File: src/rtl/npu_pkg.sv
// ============================================================
// npu_pkg : shared Q8.8 datapath constants, FSM state encoding
//           and the product saturation helper.
// Rev 1.0
// ============================================================
`default_nettype none

package npu_pkg;

  localparam int DATA_W = 16;
  localparam int Q_FRAC = 8;
  localparam logic [DATA_W-1:0] Q_MAX = 16'h7FFF;
  localparam logic [DATA_W-1:0] Q_MIN = 16'h8000;

  typedef enum logic [2:0] {
    S_IDLE  = 3'd0,
    S_ACCUM = 3'd1,
    S_DRAIN = 3'd2,
    S_BIAS  = 3'd3,
    S_OUT   = 3'd4
  } state_t;

  function automatic logic [DATA_W-1:0] sat16(input logic signed [31:0] v);
    if (v > 32'sd32767)
      return Q_MAX;
    else if (v < -32'sd32768)
      return Q_MIN;
    else
      return v[DATA_W-1:0];
  endfunction

endpackage

`default_nettype wire

File: src/rtl/m16_bit.sv
// ============================================================
// m16_bit : 16-bit signed saturating adder (17-bit sum, clamped).
// Rev 1.0
// ============================================================
`default_nettype none

module m16_bit
  import npu_pkg::*;
(
  input  logic [DATA_W-1:0] a,
  input  logic [DATA_W-1:0] b,
  output logic [DATA_W-1:0] sum
);

  logic signed [DATA_W:0] wide;

  assign wide = {a[DATA_W-1], a} + {b[DATA_W-1], b};

  always_comb begin
    sum = wide[DATA_W-1:0];
    if (wide[DATA_W] != wide[DATA_W-1])
      sum = wide[DATA_W] ? Q_MIN : Q_MAX;
  end

endmodule

`default_nettype wire

File: src/rtl/neuron_mac_acc.sv
// ============================================================
// neuron_mac_acc : Q8.8 multiply-accumulate for one neuron, bias add,
//                  optional ReLU, valid/ready result.
// Rev 1.0
// ============================================================
`default_nettype none

module neuron_mac_acc
  import npu_pkg::*;
#(
  parameter int N_INPUTS = 784,
  parameter int FRAC     = 8,
  parameter int RELU     = 1
) (
  input  logic              clk,
  input  logic              rst,
  input  logic              in_valid,
  output logic              in_ready,
  input  logic [DATA_W-1:0] in_data,
  input  logic [DATA_W-1:0] in_weight,
  input  logic [DATA_W-1:0] bias,
  output logic              out_valid,
  input  logic              out_ready,
  output logic [DATA_W-1:0] out_data,
  output logic              out_sat
);

  localparam int CNT_W = $clog2(N_INPUTS + 1);

  state_t state, state_nxt;

  logic [CNT_W-1:0]  cnt;
  logic [DATA_W-1:0] acc, p_reg, bias_reg;
  logic              p_vld;

  logic               accept, last, out_hs;
  logic signed [31:0] prod, prod_sh;
  logic [DATA_W-1:0]  p_next, add_b, add_sum, wrap_sum;
  logic               prod_clamp, add_en, add_clamp;

  assign in_ready  = (state == S_IDLE) || (state == S_ACCUM);
  assign out_valid = (state == S_OUT);
  assign accept    = in_valid && in_ready;
  assign last      = accept && (cnt == CNT_W'(N_INPUTS - 1));
  assign out_hs    = out_valid && out_ready;

  assign prod       = $signed(in_data) * $signed(in_weight);
  assign prod_sh    = prod >>> FRAC;
  assign p_next     = sat16(prod_sh);
  assign prod_clamp = (prod_sh > 32'sd32767) || (prod_sh < -32'sd32768);

  // Pending product and bias add never overlap, so one adder serves both.
  assign add_b  = (state == S_BIAS) ? bias_reg : p_reg;
  assign add_en = p_vld || (state == S_BIAS);

  m16_bit u_add (
    .a   (acc),
    .b   (add_b),
    .sum (add_sum)
  );

  // Overflow is visible as a clamped result whose wrapped sum flipped sign.
  assign wrap_sum  = acc + add_b;
  assign add_clamp = ((add_sum == Q_MAX) && !acc[DATA_W-1] && !add_b[DATA_W-1] &&  wrap_sum[DATA_W-1]) ||
                     ((add_sum == Q_MIN) &&  acc[DATA_W-1] &&  add_b[DATA_W-1] && !wrap_sum[DATA_W-1]);

  always_comb begin
    state_nxt = state;
    case (state)
      S_IDLE:  if (accept) state_nxt = last ? S_DRAIN : S_ACCUM;
      S_ACCUM: if (last)   state_nxt = S_DRAIN;
      S_DRAIN: state_nxt = S_BIAS;
      S_BIAS:  state_nxt = S_OUT;
      S_OUT:   if (out_ready) state_nxt = S_IDLE;
      default: state_nxt = S_IDLE;
    endcase
  end

  always_ff @(posedge clk or posedge rst) begin
    if (rst) begin
      state    <= S_IDLE;
      acc      <= '0;
      cnt      <= '0;
      p_reg    <= '0;
      p_vld    <= 1'b0;
      bias_reg <= '0;
      out_data <= '0;
      out_sat  <= 1'b0;
    end else begin
      state <= state_nxt;
      p_vld <= accept;
      if (accept) begin
        p_reg <= p_next;
        cnt   <= cnt + 1'b1;
        if (state == S_IDLE)
          bias_reg <= bias;
      end
      if (p_vld)
        acc <= add_sum;
      if (state == S_BIAS)
        out_data <= ((RELU != 0) && add_sum[DATA_W-1]) ? '0 : add_sum;
      if (out_hs) begin
        acc     <= '0;
        cnt     <= '0;
        out_sat <= 1'b0;
      end else if ((accept && prod_clamp) || (add_en && add_clamp)) begin
        out_sat <= 1'b1;
      end
    end
  end

endmodule

`default_nettype wire

File: config.mk
export PLATFORM = sky130hd
export DESIGN_NAME = neuron_mac_acc
export DESIGN_NICKNAME = d
export VERILOG_FILES = /design/src/rtl/npu_pkg.sv /design/src/rtl/m16_bit.sv /design/src/rtl/neuron_mac_acc.sv
export SDC_FILE = /design/constraint.sdc
export NUM_CORES = 1
export LEC_CHECK = 0
export BUFFER_PORTS_ARGS = -buffer_cell sky130_fd_sc_hd__buf_2
export CAP_MARGIN = 20
export CORE_ASPECT_RATIO = 1.25
export CORE_UTILIZATION = 50
export DETAILED_ROUTE_END_ITERATION = 6
export GPL_ROUTABILITY_DRIVEN = 0
export PLACE_DENSITY = 0.79
export REMOVE_ABC_BUFFERS = 1
export SYNTH_ARGS = -nofsm -noshare
export SYNTH_HDL_FRONTEND = slang
export SYNTH_HIERARCHICAL = 1
export SYNTH_SLANG_ARGS = --single-unit
File: constraint.sdc
create_clock -name clk -period 6.1 [get_ports clk]
set_input_delay 1.22 -clock clk [delete_from_list [all_inputs] [get_ports clk]]
set_output_delay 1.22 -clock clk [all_outputs]
set_load 0.01 [all_outputs]
Word level (Yosys, flattened, before mapping) --
Cells that the tools add are included.
Cells by class: $add $sub $neg 3, multipliers 1, magnitude comparators 2, equality and inequality tests 11, multiplexer cells 17, reductions and logical operators 25
Operators by type and width (count):
- $mux 16 | 7
- $mul 16x16->32 | 1
- $gt 24x16->1 const B | 1
- $lt 24x16->1 const B | 1
- $mux 10 | 2
- $add 16x16->17 | 1
- $add 16x16->16 | 1
- $eq 16x15->1 const B | 1
- $eq 16x16->1 const B | 1
- $mux 15 | 1
- $pmux 3 s5 | 1
- $logic_and 1x1->1 | 11
- $add 10x1->10 const B | 1
- $eq 10x10->1 const B | 1
- $mux 3 | 3
- $eq 3x2->1 const B | 2
- $reduce_bool 2->1 | 3
- $logic_or 1x1->1 | 5
- $ne 2x2->1 const B | 2
- $eq 3x1->1 const B | 1
- $eq 3x3->1 const B | 1
- $logic_not 1->1 | 3
- $logic_not 3->1 | 1
- $reduce_and 3->1 | 1
- 5 further kinds | 6
Storage, ports and cells: register bits after elaboration 79, input port bits 52, output and inout bits 19, word-level logic and storage cells 67

Longest topological paths before layout --
depth in word-level cells 14, gate-level depth with buffers 25, gate-level depth less buffers 23

Hierarchy --
Netlist, hierarchy kept.
By module, submodules not included:
- neuron_mac_acc | times used 1, cells an instance 1497, area an instance 14036.0 um^2, sequential area each 1951.9 um^2
- m16_bit | times used 1, cells an instance 185, area an instance 1365.1 um^2, sequential area each 0.0 um^2

Worst setup path after synthesis --
No wires, ideal clock.
kind input -> register, start in in_data[15], end reg p_reg[10], library setup time 0.101 ns, data arrival time 7.533 ns, required time 5.999 ns, setup slack -1.534 ns, cell stages on the path 25, path buffers 3, cells stage by stage clkbuf_1 > nand2_1 > fa_1 > inv_1 > fa_1 > inv_1 > fa_1 > fa_1 > inv_1 > fa_1 > inv_1 > fa_1 > inv_1 > ha_1 > clkbuf_2 > nand2_1 > o211a_1 > o31ai_4 > o41ai_1 > a41o_1 > a2111oi_2 > o211ai_1 > o31a_1 > buf_6 > o311ai_2
On the way: longest elaborated chain between the ends 4, elaborated cells on any way between the ends 5, those cells by class mul: 1; order compare: 2; mux: 2
RTL lines:
- start: declaration | line neuron_mac_acc.sv:19 | input logic [DATA_W-1:0] in_data,
- $mul 16x16->32 (*) | line neuron_mac_acc.sv:47 | assign prod = $signed(in_data) * $signed(in_weight);
- $lt 24x16->1 | line npu_pkg.sv:26 | else if (v < -32'sd32768)
- $mux 16 | line npu_pkg.sv:26
- $mux 16 (*) | line npu_pkg.sv:24 | if (v > 32'sd32767)
- end signal: assignment | line neuron_mac_acc.sv:93 | p_reg <= p_next;
- end: declaration | line neuron_mac_acc.sv:33 | logic [DATA_W-1:0] acc, p_reg, bias_reg;
Mark *: on every way between the ends. The rest lies on a longest branch, timed or not. A chain may end at the register's enable or synchronous reset.

Final worst setup path --
start in in_data[4], end reg p_reg[6]
The elaborated chain is that of the path after synthesis.

==> impl_metrics.yaml <==
global_routing:
  grt_max_degree: 58
  grt_use_met1_pct: 27.7
  global_route.usage.total_pct: 25.4
  first_global_vias: 13800
  grt_antenna_before_repair: 0
  grt.met2_usage_pct: 49.1
  grt_util_met3_pct: 2.53
  top_usage_layer: "met2"
  global_route_wire_length_before_repair_mm: 64.7
  global_route.overflow_total: 0
route:
  wl_per_cell_um: 16.9
  drt.antenna.violating_nets: 0
  vias_per_cell: 5.51
  detail_route.first_pass.iterations: 5
  wl_mm: 39.3
  via_count: 12800
  drtIter0Drc: 722
  drc: 0
yosys:
  ys_seq_area_share_pct: 12.7
  synth-edff-count: 0
  post_synth_cell_types: 89
  async_flop_share_pct: 100
  synth-seq-cells: 78
  syn-cell-area_um2: 15400
  top_ff_cell_synth: "sky130_fd_sc_hd__dfrtp_1"
  synth_cells: 1682
  ys_warn_count: 6
  syn_area_per_cell_um2: 9.16
clock_tree:
  number_of_buffers_created_by_cts: 9
  hold_buffers: 0
  ctsRootBufferMaster: "sky130_fd_sc_hd__clkbuf_16"
  worst_setup_hold_path_clk_slew_ps: 60
  htree_num_levels: 3
  cts_tree: "done"
  clock_latency_ps: 340
  tritoncts_num_sinks: 78
  clock_path_buffers: 2
floorplanning:
  die_height_um: 198
  floorplan.io_pins: 71
  core.rowCount: 71
  die_x_um: 159
  fp.dieArea_um2: 31500
  core_um2: 30200
  floorplan.initialDensity_pct: 51.0
finish:
  design.final.nets: 2346
  final_cell_count_no_fill: 2328
  layout_commonest_cell: "sky130_fd_sc_hd__inv_1"
  filler_cell_count: 2341
  mostFrequentLayoutCells: "sky130_fd_sc_hd__inv_1 (300), sky130_fd_sc_hd__fa_1 (247), sky130_fd_sc_hd__buf_4 (207)"
  final_layout_size_suffix_gt1_share_pct: 25.6
  antenna-diode-count: 0
  multi_input_gate_area_in_the_final_layout_um2: 12500
  register_area_um2: 1950
  syn2layout_area_growth_pct: 22.3
timing:
  clock_skew_ps: 10.9
  rsz0062_at_grt: "true"
  period_share_pct: 118
  max_slew_headroom_at_the_worst_pin_pct: 38.2
  layout_min_cycle_time_ps: 7190
  worst_slack_ps: -1090
  max_freq_ghz: 0.139
  worstMarginPinSlew_ps: 927
  timing.final.max_slew_violations: 0
  hold_viol_final: 0
  report.final.setup_viol: 17
placed_design:
  portBuffers: 69
  dp.cells: 2281
  hpwl_mm: 31.5
min_path:
  hp-class: "flop to flop"
critical_path:
  endpoint_kind: "flop"
  critical_path_arrival_ps: 7430
  worstSetupPathType: "primary input to flop"
  crit_path_cell_trace: "buf_4 -> buf_4 -> and2_1 -> fa_2 -> fa_2 -> fa_1 -> fa_2 -> fa_1 -> inv_2 -> fa_1 -> inv_1 -> ha_4 -> buf_4 -> buf_4 -> buf_4 -> nand4_1 -> buf_4 -> o41ai_4 -> buf_4 -> a211o_1 -> o22ai_1 -> a311o_2 -> clkbuf_16 -> o311ai_4"
  critical-path-max-stage-delay_ps: 610
  required_time_of_the_critical_path_ps: 6340
  top_fanout_value_on_the_critical_path: 9
  slowest_stage: "sky130_fd_sc_hd__fa_2"
  worstSetupStartpointType: "primary input"
  cp_common_cell: "sky130_fd_sc_hd__buf_4"
flow_run:
  cap_violations: 0
outcome:
  violated_checks: "setup timing"
  run_status: "complete, but fails checks"
[final timing paths]
path | from | to | slack, ps | depth (start not counted)
worst min-delay path | out_data[6]$_DFFE_PP0P_ | out_data[6]$_DFFE_PP0P_ | 470 | 2
worst max register to register | state[2]$_DFFE_PP0P_ | out_sat$_DFFE_PP0P_ | 840 | 18
worst max-delay path | in_data[4] | p_reg[6]$_DFFE_PP0P_ | -1090 | 24
max in group asynchronous | rst | acc[8]$_DFFE_PP0P_ | 4110 | 3
worst min register to register | out_data[6]$_DFFE_PP0P_ | out_data[6]$_DFFE_PP0P_ | 470 | 2
min in group asynchronous | rst | out_data[1]$_DFFE_PP0P_ | 890 | 2
[cells by family after synthesis]
logic type	count (synthesis)	synth area share, %
simple gates	512	16.4
fa+ha+maj	390	44.2
buf+inv	385	9.84
compound gates	209	10.1
flops	78	12.7
mux	58	4.03
xor+xnor	49	2.79
other cells	1	0.0243
[cell usage after synthesis, types with 8 or more instances]
cell type,n,area (um2)
sky130_fd_sc_hd__a211oi_1,10,75.1
sky130_fd_sc_hd__a21oi_1,51,255
sky130_fd_sc_hd__and2_1,119,744
sky130_fd_sc_hd__clkbuf_1,47,176
sky130_fd_sc_hd__dfrtp_1,78,1950
sky130_fd_sc_hd__fa_1,262,5250
sky130_fd_sc_hd__ha_1,110,1380
sky130_fd_sc_hd__inv_1,317,1190
sky130_fd_sc_hd__maj3_1,14,140
sky130_fd_sc_hd__mux2_2,32,360
sky130_fd_sc_hd__mux2i_1,26,260
sky130_fd_sc_hd__nand2_1,205,769
sky130_fd_sc_hd__nand2b_1,26,163
sky130_fd_sc_hd__nand3_1,15,75.1
sky130_fd_sc_hd__nand4_1,14,87.6
sky130_fd_sc_hd__nor2_1,77,289
sky130_fd_sc_hd__nor3_1,12,60.1
sky130_fd_sc_hd__o211ai_1,11,82.6
sky130_fd_sc_hd__o21a_1,8,60.1
sky130_fd_sc_hd__o21ai_0,42,210
sky130_fd_sc_hd__o21ai_1,8,40.0
sky130_fd_sc_hd__o311ai_2,8,130
sky130_fd_sc_hd__xnor2_1,29,254
sky130_fd_sc_hd__xor2_1,20,175
[routing by layer]
metal  vias to the layer above  wire (um)
met5                         -          0
met1                      6412      14500
met3                       132       1770
met2                       486      21300
met4                         0       1770
li1                       5788          -
[worst max-delay path: cells and delay by family]
| family | cells | cell delay, ps |
|---|---|---|
| adder cells (fa/ha/maj) | 7 | 3400 |
| AND/OR/NAND/NOR | 2 | 340 |
| AO/OA/AOI/OAI | 5 | 1120 |
| buffers and inverters | 10 | 1320 |
[timing repair]
action	4_1_cts	5_1_grt
gates resized for setup	137	50
pin swaps	51	53
buffers inserted	21	13
gates cloned	1	1
setup endpoints to repair	17	17
[through the flow]
step | cell area (um2) | utilization [%] | setup WS [ps] | setup TNS (ps) | hold WS (ps)
2_1_floorplan | 15100 | - | -1360 | -21320 | 463
3_3_place_gp | 17500 | 57.8 | -1540 | -25190 | 456
3_5_place_dp | 17500 | 57.8 | -1650 | -26850 | 466
4_1_cts | 18600 | 61.5 | -1040 | -15700 | 478
5_1_grt | 18800 | 62.4 | -1230 | -20060 | 511
6_report | 18800 | 62.4 | -1090 | -17370 | 472
[area by class of cell]
| type | instances | share of cell area [%] |
|---|---|---|
| flip-flops and latches | 78 | 10.4 |
| repair buffers | 297 | 12.6 |
| well taps | 401 | 2.66 |
| clock inverters | 6 | 0.485 |
| inverters | 317 | 6.32 |
| multi-input cells | 1219 | 66.3 |
| clock buffers | 10 | 1.27 |
Power is not shown: default switching activity piles up to over one toggle a cycle in this logic, so the estimate is an artifact.
